File: config.mk
export PLATFORM = sky130hd
export DESIGN_NAME = uart_transmitter_flat
export DESIGN_NICKNAME = d
export VERILOG_FILES = /design/src/rtl/uart_transmitter_if.sv /design/src/rtl/uart_transmitter.sv /design/src/flat_wrapper.sv
export SDC_FILE = /design/constraint.sdc
export NUM_CORES = 1
export LEC_CHECK = 0
export CAP_MARGIN = 40
export CORE_ASPECT_RATIO = 1.4
export CORE_MARGIN = 4
export CORE_UTILIZATION = 51
export CTS_BUF_LIST = sky130_fd_sc_hd__clkbuf_4 sky130_fd_sc_hd__clkbuf_8
export DETAILED_ROUTE_END_ITERATION = 8
export PLACE_DENSITY = 0.78
export SLEW_MARGIN = 15
export SYNTH_ARGS = -nofsm -noshare
export SYNTH_HDL_FRONTEND = slang
export SYNTH_SLANG_ARGS = --single-unit
File: constraint.sdc
create_clock -name clk -period 3.13 [get_ports clk]
set_input_delay 0.626 -clock clk [delete_from_list [all_inputs] [get_ports clk]]
set_output_delay 0.626 -clock clk [all_outputs]
set_load 0.05 [all_outputs]
File: src/rtl/uart_transmitter_if.sv
// uart_transmitter_if: CPU/baud-side signal bundle for uart_transmitter.
// The stop2 input exists only when UART_TX_TWO_STOP_EN is defined.
interface uart_transmitter_if #(
    parameter int DATA_BITS = 8
);
    logic                 bclk;
    logic [DATA_BITS-1:0] data_in;
    logic                 write_en;
    logic                 tx_en;
    logic                 parity_en;
    logic                 parity_type;
    logic [1:0]           tx_thr_val;
`ifdef UART_TX_TWO_STOP_EN
    logic                 stop2;
`endif
    logic                 txd;
    logic                 tx_bclk_en;
    logic                 tx_busy;
    logic                 tx_ov;
    logic                 tx_thr;
    logic                 tx_empty;

    // Driver side: CPU register file plus baud generator
    modport master (
        output bclk, data_in, write_en, tx_en, parity_en, parity_type, tx_thr_val,
`ifdef UART_TX_TWO_STOP_EN
        output stop2,
`endif
        input  txd, tx_bclk_en, tx_busy, tx_ov, tx_thr, tx_empty
    );

    // Transmitter side
    modport slave (
        input  bclk, data_in, write_en, tx_en, parity_en, parity_type, tx_thr_val,
`ifdef UART_TX_TWO_STOP_EN
        input  stop2,
`endif
        output txd, tx_bclk_en, tx_busy, tx_ov, tx_thr, tx_empty
    );
endinterface

File: src/rtl/uart_transmitter.sv
// uart_transmitter: 16-entry TX FIFO feeding a start/data/parity/stop
// serialiser. Every bit spans OSR bclk ticks so frames line up with the
// 16x-oversampling receiver. Define UART_TX_TWO_STOP_EN to add the stop2
// input (two stop bits when set at frame start).
module uart_transmitter #(
    parameter int FIFO_DEPTH = 16,
    parameter int DATA_BITS  = 8,
    parameter int OSR        = 16
) (
    input  logic              clk,
    input  logic              resetn,
    uart_transmitter_if.slave tx
);
    localparam int AW = $clog2(FIFO_DEPTH);
    localparam int CW = $clog2(OSR);
    localparam int IW = $clog2(DATA_BITS);

    typedef enum logic [2:0] {IDLE, START, DATA, PARITY, STOP} state_t;

    // FIFO storage and pointers (extra MSB distinguishes full from empty)
    logic [DATA_BITS-1:0] mem_q [FIFO_DEPTH];
    logic [AW:0]          wptr_q, rptr_q, level;
    logic                 fifo_empty, fifo_full, push, pop;

    // Serialiser state
    state_t               state_q, state_d;
    logic [CW-1:0]        cnt_q, cnt_d;
    logic [IW-1:0]        idx_q, idx_d;
    logic [DATA_BITS-1:0] shreg_q, shreg_d;
    logic                 par_en_q, par_en_d;
    logic                 par_val_q, par_val_d;
    logic                 txd_q, txd_d;
    logic                 ov_q, thr_q, thr_d, empty_q;
    logic                 start_ok, last, load, busy;
`ifdef UART_TX_TWO_STOP_EN
    logic                 stop2_q, stop2_d;
    logic                 stop_ph_q, stop_ph_d;
`endif

    assign level      = wptr_q - rptr_q;
    assign fifo_empty = (wptr_q == rptr_q);
    assign fifo_full  = (wptr_q[AW] != rptr_q[AW]) && (wptr_q[AW-1:0] == rptr_q[AW-1:0]);
    assign push       = tx.write_en && !fifo_full;
    assign pop        = load;
    assign start_ok   = tx.tx_en && !fifo_empty;
    assign last       = tx.bclk && (cnt_q == CW'(OSR - 1));
    assign busy       = (state_q != IDLE);

    assign tx.txd        = txd_q;
    assign tx.tx_busy    = busy;
    assign tx.tx_bclk_en = busy;
    assign tx.tx_ov      = ov_q;
    assign tx.tx_thr     = thr_q;
    assign tx.tx_empty   = empty_q;

    // FIFO data write; contents are only meaningful between the pointers
    always_ff @(posedge clk) begin
        if (push) mem_q[wptr_q[AW-1:0]] <= tx.data_in;
    end

    // FIFO pointers; a simultaneous push and pop both take effect
    always_ff @(posedge clk or negedge resetn) begin
        if (!resetn) begin
            wptr_q <= '0;
            rptr_q <= '0;
        end else begin
            if (push) wptr_q <= wptr_q + 1'b1;
            if (pop)  rptr_q <= rptr_q + 1'b1;
        end
    end

    // Threshold compare on the current level, registered one cycle later
    always_comb begin
        thr_d = 1'b0;
        case (tx.tx_thr_val)
            2'b00:   thr_d = (level == '0);
            2'b01:   thr_d = (level <= (AW+1)'(2));
            2'b10:   thr_d = (level <= (AW+1)'(4));
            default: thr_d = (level <= (AW+1)'(8));
        endcase
    end

    // Status flags: overflow pulse, threshold, idle-and-drained
    always_ff @(posedge clk or negedge resetn) begin
        if (!resetn) begin
            ov_q    <= 1'b0;
            thr_q   <= 1'b1;
            empty_q <= 1'b1;
        end else begin
            ov_q    <= tx.write_en && fifo_full;
            thr_q   <= thr_d;
            empty_q <= fifo_empty && (state_q == IDLE);
        end
    end

    // Next state: bit timing, frame sequencing, frame load from the FIFO
    always_comb begin
        state_d   = state_q;
        cnt_d     = cnt_q;
        idx_d     = idx_q;
        shreg_d   = shreg_q;
        par_en_d  = par_en_q;
        par_val_d = par_val_q;
        load      = 1'b0;
        txd_d     = 1'b1;
`ifdef UART_TX_TWO_STOP_EN
        stop2_d   = stop2_q;
        stop_ph_d = stop_ph_q;
`endif
        // bclk is only meaningful once the baud generator is requested
        if (busy && tx.bclk) cnt_d = last ? '0 : cnt_q + 1'b1;

        case (state_q)
            IDLE: if (start_ok) load = 1'b1;
            START: begin
                if (last) begin
                    idx_d   = '0;
                    state_d = DATA;
                end
            end
            DATA: begin
                if (last) begin
                    shreg_d = shreg_q >> 1;
                    idx_d   = idx_q + 1'b1;
                    if (idx_q == IW'(DATA_BITS - 1)) state_d = par_en_q ? PARITY : STOP;
                end
            end
            PARITY: if (last) state_d = STOP;
            STOP: begin
                if (last) begin
`ifdef UART_TX_TWO_STOP_EN
                    if (stop2_q && !stop_ph_q) stop_ph_d = 1'b1;
                    else if (start_ok)         load = 1'b1;
                    else                       state_d = IDLE;
`else
                    if (start_ok) load = 1'b1;
                    else          state_d = IDLE;
`endif
                end
            end
            default: state_d = IDLE;
        endcase

        // Frame load: framing options are frozen here for the whole frame
        if (load) begin
            state_d   = START;
            cnt_d     = '0;
            idx_d     = '0;
            shreg_d   = mem_q[rptr_q[AW-1:0]];
            par_en_d  = tx.parity_en;
            par_val_d = tx.parity_type ? ~^shreg_d : ^shreg_d;
`ifdef UART_TX_TWO_STOP_EN
            stop2_d   = tx.stop2;
            stop_ph_d = 1'b0;
`endif
        end

        // Line level follows the state being entered so txd is a clean flop
        case (state_d)
            START:   txd_d = 1'b0;
            DATA:    txd_d = shreg_d[0];
            PARITY:  txd_d = par_val_d;
            default: txd_d = 1'b1;
        endcase
    end

    // Serialiser registers; reset forces the line back to idle-high
    always_ff @(posedge clk or negedge resetn) begin
        if (!resetn) begin
            state_q   <= IDLE;
            cnt_q     <= '0;
            idx_q     <= '0;
            shreg_q   <= '0;
            par_en_q  <= 1'b0;
            par_val_q <= 1'b0;
            txd_q     <= 1'b1;
`ifdef UART_TX_TWO_STOP_EN
            stop2_q   <= 1'b0;
            stop_ph_q <= 1'b0;
`endif
        end else begin
            state_q   <= state_d;
            cnt_q     <= cnt_d;
            idx_q     <= idx_d;
            shreg_q   <= shreg_d;
            par_en_q  <= par_en_d;
            par_val_q <= par_val_d;
            txd_q     <= txd_d;
`ifdef UART_TX_TWO_STOP_EN
            stop2_q   <= stop2_d;
            stop_ph_q <= stop_ph_d;
`endif
        end
    end
endmodule

File: src/flat_wrapper.sv
// flat-port wrapper written by rule: the top's interface ports become plain ports
module uart_transmitter_flat 
#(
    parameter int FIFO_DEPTH = 16,
    parameter int DATA_BITS  = 8,
    parameter int OSR        = 16
)
  (clk, resetn, tx_bclk, tx_data_in, tx_write_en, tx_tx_en, tx_parity_en, tx_parity_type, tx_tx_thr_val, tx_txd, tx_tx_bclk_en, tx_tx_busy, tx_tx_ov, tx_tx_thr, tx_tx_empty);
  uart_transmitter_if #(.DATA_BITS(DATA_BITS)) tx_i ();
  input  logic clk;
  input  logic resetn;
  input wire logic [$bits(tx_i.bclk)-1:0] tx_bclk;
  input wire logic [$bits(tx_i.data_in)-1:0] tx_data_in;
  input wire logic [$bits(tx_i.write_en)-1:0] tx_write_en;
  input wire logic [$bits(tx_i.tx_en)-1:0] tx_tx_en;
  input wire logic [$bits(tx_i.parity_en)-1:0] tx_parity_en;
  input wire logic [$bits(tx_i.parity_type)-1:0] tx_parity_type;
  input wire logic [$bits(tx_i.tx_thr_val)-1:0] tx_tx_thr_val;
  output wire logic [$bits(tx_i.txd)-1:0] tx_txd;
  output wire logic [$bits(tx_i.tx_bclk_en)-1:0] tx_tx_bclk_en;
  output wire logic [$bits(tx_i.tx_busy)-1:0] tx_tx_busy;
  output wire logic [$bits(tx_i.tx_ov)-1:0] tx_tx_ov;
  output wire logic [$bits(tx_i.tx_thr)-1:0] tx_tx_thr;
  output wire logic [$bits(tx_i.tx_empty)-1:0] tx_tx_empty;
  assign tx_i.bclk = tx_bclk;
  assign tx_i.data_in = tx_data_in;
  assign tx_i.write_en = tx_write_en;
  assign tx_i.tx_en = tx_tx_en;
  assign tx_i.parity_en = tx_parity_en;
  assign tx_i.parity_type = tx_parity_type;
  assign tx_i.tx_thr_val = tx_tx_thr_val;
  assign tx_txd = tx_i.txd;
  assign tx_tx_bclk_en = tx_i.tx_bclk_en;
  assign tx_tx_busy = tx_i.tx_busy;
  assign tx_tx_ov = tx_i.tx_ov;
  assign tx_tx_thr = tx_i.tx_thr;
  assign tx_tx_empty = tx_i.tx_empty;
  uart_transmitter #(.FIFO_DEPTH(FIFO_DEPTH), .DATA_BITS(DATA_BITS), .OSR(OSR)) u_core (.clk(clk), .resetn(resetn), .tx(tx_i));
endmodule
=== Yosys cells after proc, flatten, opt, wreduce, memory -nomap -nowiden ===
Memories as Yosys holds them, arrays and structs flattened.
Index checks and enable logic that the tools add are counted.
W data, S select, Z words.

* Add/subtract/negate cells: 5
* Order comparisons: 3
* Mux-type cells: 28
* Eq/ne operators: 16
* Reduce and logical (&&, ||, !) cells: 21

{| class="wikitable"
|+ Operator list
! kind !! count
|-
| $mux W3 || 11
|-
| $mux W8 || 3
|-
| $pmux W3 S5 || 1
|-
| $eq A3 B2 Y1 const B || 4
|-
| $mux W4 || 3
|-
| $add A5 B1 Y5 const B || 2
|-
| $reduce_xnor A8 Y1 || 1
|-
| $reduce_xor A8 Y1 || 1
|-
| $logic_and A1 B1 Y1 || 7
|-
| $eq A3 B1 Y1 const B || 2
|-
| $eq A3 B3 Y1 const B || 2
|-
| $mux W1 || 6
|-
| $ne A3 B1 Y1 const B || 2
|-
| $pmux W1 S3 || 2
|-
| $pmux W3 S2 || 1
|-
| $reduce_bool A2 Y1 || 3
|-
| $reduce_bool A3 Y1 || 2
|-
| $eq A5 B5 Y1 || 1
|-
| $le A5 B2 Y1 const B || 1
|-
| $le A5 B3 Y1 const B || 1
|-
| $le A5 B4 Y1 const B || 1
|-
| $logic_not A5 Y1 || 1
|-
| $sub A5 B5 Y5 || 1
|-
| $add A4 B1 Y4 const B || 1
|-
| other kinds (12) || 13
|}

* Input bits: 17
* Logic and storage cells: 87
* RAM bits: 128
* Memories kept: 1
* Register bits after elaboration: 34
* Output and inout bits: 6

{| class="wikitable"
|+ Memories
! memory !! words !! width !! rd ports !! clocked after Yosys merged registers in !! write ports !! RTL line !! RTL
|-
| u_core.mem_q || 16 || 8 || 1 || 0 || 1 || uart_transmitter.sv:21 || <nowiki>logic [DATA_BITS-1:0] mem_q [FIFO_DEPTH];</nowiki>
|}

=== Logic depth before layout (Yosys ltp) ===
Gate-level depths: netlist of the first run.

* Depth in word-level cells: 9
* Gate-level depth with buffers: 12
* Gate-level depth less buffers: 9

=== Worst setup path after synthesis of the first run ===
Ideal clock, no wire load.

* Path type: register to register
* Start: register u_core.rptr_q[1]
* End: memory u_core.mem_q[3][0] (enable)
* Buffers on the path: 4
* Setup time: 0.383 ns
* Required time: 2.747 ns
* Slack: -0.178 ns
* Period minus slack after synthesis: 3.308 ns
* Stages on the path, launching flop included: 12
* Arrival time: 2.924 ns
* Cell sequence: dfrtp_1 buf_2 buf_2 clkbuf_1 inv_1 ha_1 and4_1 nor2b_1 nor2b_1 clkbuf_1 nand2_1 nor3_1

* Cells in the longest elaborated chain, start to end: 6

{| class="wikitable"
|+ Ends and longest elaborated chain
! item !! RTL line !! RTL
|-
| start: declaration || uart_transmitter.sv:22 || <nowiki>logic [AW:0] wptr_q, rptr_q, level;</nowiki>
|-
| start signal: assignment || uart_transmitter.sv:68 || <nowiki>if (pop) rptr_q <= rptr_q + 1'b1;</nowiki>
|-
| $eq A4 B4 Y1 || uart_transmitter.sv:42 || <nowiki>assign fifo_full = (wptr_q[AW] != rptr_q[AW]) && (wptr_q[AW-1:0] == rptr_q[AW-1:0]);</nowiki>
|-
| $logic_and A1 B1 Y1 || uart_transmitter.sv:42 ||
|-
| $logic_not A1 Y1 || uart_transmitter.sv:43 || <nowiki>assign push = tx.write_en && !fifo_full;</nowiki>
|-
| $logic_and A1 B1 Y1 || uart_transmitter.sv:43 ||
|-
| $mux W1 || uart_transmitter.sv:58 || <nowiki>if (push) mem_q[wptr_q[AW-1:0]] <= tx.data_in;</nowiki>
|-
| $mux W1 (implied by the code) || uart_transmitter.sv:58 ||
|-
| end: declaration || uart_transmitter.sv:21 ||
|}

Every way passes these cells.

=== Worst setup path in the final report of the first run ===
* Start: register u_core.state_q[1]
* End: output port tx_tx_busy

* Cells in the longest elaborated chain, start to end: 1

{| class="wikitable"
|+ Ends and longest elaborated chain
! item !! RTL line !! RTL
|-
| start: declaration || uart_transmitter.sv:26 || <nowiki>state_t state_q, state_d;</nowiki>
|-
| start signal: assignment || uart_transmitter.sv:182 || <nowiki>state_q <= state_d;</nowiki>
|-
| $reduce_bool A3 Y1 || uart_transmitter.sv:47 || <nowiki>assign busy = (state_q != IDLE);</nowiki>
|-
| end: declaration || flat_wrapper.sv:21 || <nowiki>output wire logic [$bits(tx_i.tx_busy)-1:0] tx_tx_busy;</nowiki>
|}

Every way passes these cells.

==> results.md, run 1 <==
Logic synthesis:
- Synthesis handed over a netlist of 401 instances.
- In the synthesized netlist the async set-or-reset flop fraction comes to 0.2099.
- Summed over all instances, the cell type with the most area after synthesis is edfxtp_1.
- The count of synthesis-stage warnings from yosys is 0.
- The share of the Yosys chip area taken by registers is 0.6885.
- A synthesized cell averages 17.02 um^2.
- The count of state elements after synthesis is 162.
- The area share of the leading cell type in the synthesized netlist is 0.5633.
- The number of library cell types mapped by synthesis is 47.
- The post-synth design cell area is 6824 um^2.
- By area the synthesized netlist is led by edfxtp_1 56%, dfrtp_1 11%, mux4_2 9.2%.
- The total nets after synthesis is 431.
- The most used flip-flop cell after synthesis is edfxtp_1.
- The number of enable-type register cells in the synthesized netlist is 128.

STA:
- The actual transition at the worst max-transition pin is 0.5440 ns.
- The routed design could run at a clock period as short as 2.788 ns.
- The number of pins exceeding their max-slew limit in the final report is 0.
- Measured against its own limit, the worst slew margin works out to 0.6362.
- The final hold slack is 0.4873 ns.
- Setup violations remaining at the end of the flow were counted as 0.
- The portion of the clock cycle consumed by the worst path in the final layout is 0.8908.
- The number of endpoints with negative hold slack in the final report is 0.
- The final-layout setup total negative slack is 0 ns.
- The clock skew after layout is 0.01200 ns.
- The achievable frequency is 358.7 MHz.
- The worst-case setup margin in the final layout is 0.3419 ns.
- Setup repair after global routing left no endpoint under its margin.

Detailed routing:
- The detail-routed via count per cell is 5.504.
- The detail route stage leaves a number of antenna-violating nets equal to 0.
- For this block, the initial DRC count from the detailed router was 298.
- The routed wire length per instance is 19.68 um.
- The total DRC errors in the routed layout is 0.
- The routed layout has 3495 vias.
- The total wire length after detailed routing is 12500 um.
- The number of search-and-repair iterations in the first detailed-routing pass is 4.

Clocking:
- The number of buffers on the longest clock path is 2.
- The clock-pin slew reported for the worst setup and hold paths after clock tree synthesis is 0.09 ns.
- The total clock buffers created by CTS is 17.
- The number of H-tree levels is 4.
- The count of buffers added by post-CTS timing repair for setup is 0.
- Clock tree synthesis selected as its root buffer the cell clkbuf_8.
- The hold buffer count at CTS is 0.
- The clock net sink count is 162.
- TritonCTS built the clock tree.
- After clock tree synthesis, the repair step resized 0 gates.
- For the worst-skew pair, the clock arrives at the later sink with an insertion delay of 0.44 ns.

Power:
- The combinational share of power is 0.367.
- The internal portion of the total power is 4.614 mW.
- The relative contribution of sequential cells to total power is 0.417.
- In this run the power spent charging and discharging nets is 2.312 mW.
- Of the total power, the clock network draws 0.216.
- The switching share of power is 0.3338.
- The leakage power is 2.736 nW.
- The peak supply drop is 0.4399 mV.
- Dividing total power by cell area gives a power density of 892.2 nW/um^2.

Global route:
- The initial antenna violation count is 0.
- The number of global-route vias before repair is 3732.
- The largest net degree at the start of global routing is 37.
- Global routing finished with a remaining overflow of 0.
- The combined global-route utilization of all metal layers is 0.1763.
- The first-pass GRT wire length is 20120 um.

Place:
- Including well taps, the total number of placed cells is 603.
- The half-perimeter wire length of the detailed placement result is 8710 um.
- The congestion estimate from routability-driven global placement came to 0.7634.
- Input and output buffers added on the ports amount to 22.
- At the placement stage, the worst setup path has a slack of 0.3509 ns.

Critical path:
- The category of the worst setup path capture point is a primary output.
- For the worst setup path, the data required time is 2.50 ns.
- The signal arrival time at the worst endpoint is 2.16 ns.
- STA classifies the critical path startpoint as a flip-flop.
- The critical path in this run is classified as reg2out.
- The maximum net fanout on the critical path is 8.

Floorplanning:
- In this run the vertical extent of the chip is 144.9 um.
- The number of ports placed on the die boundary is 23.
- The die extent in x is 105.8 um.
- The starting density of the core is 0.5250.
- The floorplan step defined a die boundary enclosing 15320 um^2.
- The core area is 13000 um^2.
- The number of rows in the core area is 49.

Layout:
- The top cell types in the final layout, fill and taps aside, are 128 x edfxtp_1, 30 x dfrtp_1, 28 x mux4_2.
- 0 antenna diodes ended up in the layout.
- The net count reported at finish is 474.
- Once layout is complete, the utilization of the core stands at 0.5972.
- The area added between synthesis and finish is 13.75%.
- The count of cells in the finished layout, fillers not included, comes to 635.
- Of the cells placed in the final design, the portion with a size suffix greater than 1 is 0.2079.
- Leaving out fill and tap cells, the most frequent cell in the layout is edfxtp_1.

Outcome:
- The run finished with clean final reports.

Run:
- The tool flagged a number of max-cap violations equal to 0.

Min path:
- The min-delay analysis places its worst path in the category reg2reg.
metrics by stage:
| stage | instance area, um^2 | power (mW) |
|---|---|---|
| 2_1_floorplan | 6837 | 4.891 |
| 3_3_place_gp | 7368 | 5.386 |
| 6_report | 7762 | 6.926 |
| 4_1_cts | 7762 | 6.999 |
| 5_1_grt | 7762 | 7.326 |
| 3_5_place_dp | 7368 | 5.506 |
per-layer routing:
metal / GRT usage / wire length (um)
met2: 0.3185 / 6826
met4: 0.06548 / 204
met1: 0.2106 / 4957
met3: 0.03506 / 507
met5: 0 / 0
flip-flops by register name, summed over array words and instances, names as in the netlist, 3 cells and up:
signal,flops
u_core.idx_q,3
u_core.shreg_q,8
u_core.wptr_q,5
u_core.state_q,3
u_core.mem_q,128
u_core.rptr_q,5
u_core.cnt_q,4
area by class of cell:
type                       instances  area (um^2)
clock buffer                      17        234.0
clock inverter                    15        160.2
fill                             959         5235
inverter                           8        30.03
multi-input combinational        209         1978
sequential                       162         4700
tap                              178        222.7
timing repair buffer              46        437.9
Yosys cell counts, types with 2 or more instances:
master and n:
nand3_1 7, mux4_2 28, a21o_1 2, a21oi_1 15, edfxtp_1 128, or3_1 3, and4_1 2, nand2_1 22
mux4_1 7, inv_1 7, a22oi_1 7, nor2b_1 6, o21ai_1 5, nand2b_1 3, and3_1 4, nor2_1 25
and2_1 5, xnor2_1 15, buf_12 2, ha_1 12, nor3_1 6, nor3b_1 2, a211oi_1 4, dfstp_2 3
clkbuf_1 14, nand4_1 6, o21ai_0 3, dfrtp_1 31, buf_2 3, xor2_1 4, mux2i_1 4
worst max-delay path, cell delays in order, from the launching register on:
cell and delay (ns):
dfrtp_1 0.47, or3_1 0.50, clkdlybuf4s50_1 0.75
power groups by stage:
stage	clock network [mW]	registers, mW	logic, mW
after global placement	0	2.92	2.47
final	1.49	2.89	2.54
after CTS	1.53	2.89	2.58
after global routing	1.61	2.93	2.79
after detailed placement	0	2.94	2.57
after floorplan	0	2.87	2.03
path summary, 6_finish.rpt:
path	startpoint	end	slack (ns)	depth (start not counted)
min in group asynchronous	resetn	u_core.shreg_q[1]	0.59	2
worst max-delay path	u_core.state_q[1]	tx_tx_busy	0.34	2
max in group asynchronous	resetn	u_core.tx.tx_empty	2.20	2
worst max register to register	u_core.rptr_q[0]	u_core.par_val_q	0.40	8
worst min register to register	u_core.wptr_q[4]	u_core.wptr_q[4]	0.49	1
worst min-delay path	u_core.wptr_q[4]	u_core.wptr_q[4]	0.49	1
cell families after synthesis:
group,count (synthesis),synth area share
flops,162,0.6885
simple gates,92,0.06582
compound gates,42,0.03814
mux,41,0.1291
buf+inv,30,0.02347
xor+xnor,21,0.03007
fa+ha+maj,13,0.02494
No activity file was read; power rests on OpenSTA's default activity.
==> run 2, diff against run 1 <==
- CTS_CLUSTER_DIAMETER: not set -> 100
- GPL_ROUTABILITY_DRIVEN: not set -> 0
==> results of run 2 <==
Final layout, timing and power as in run 1 (identical DEF).
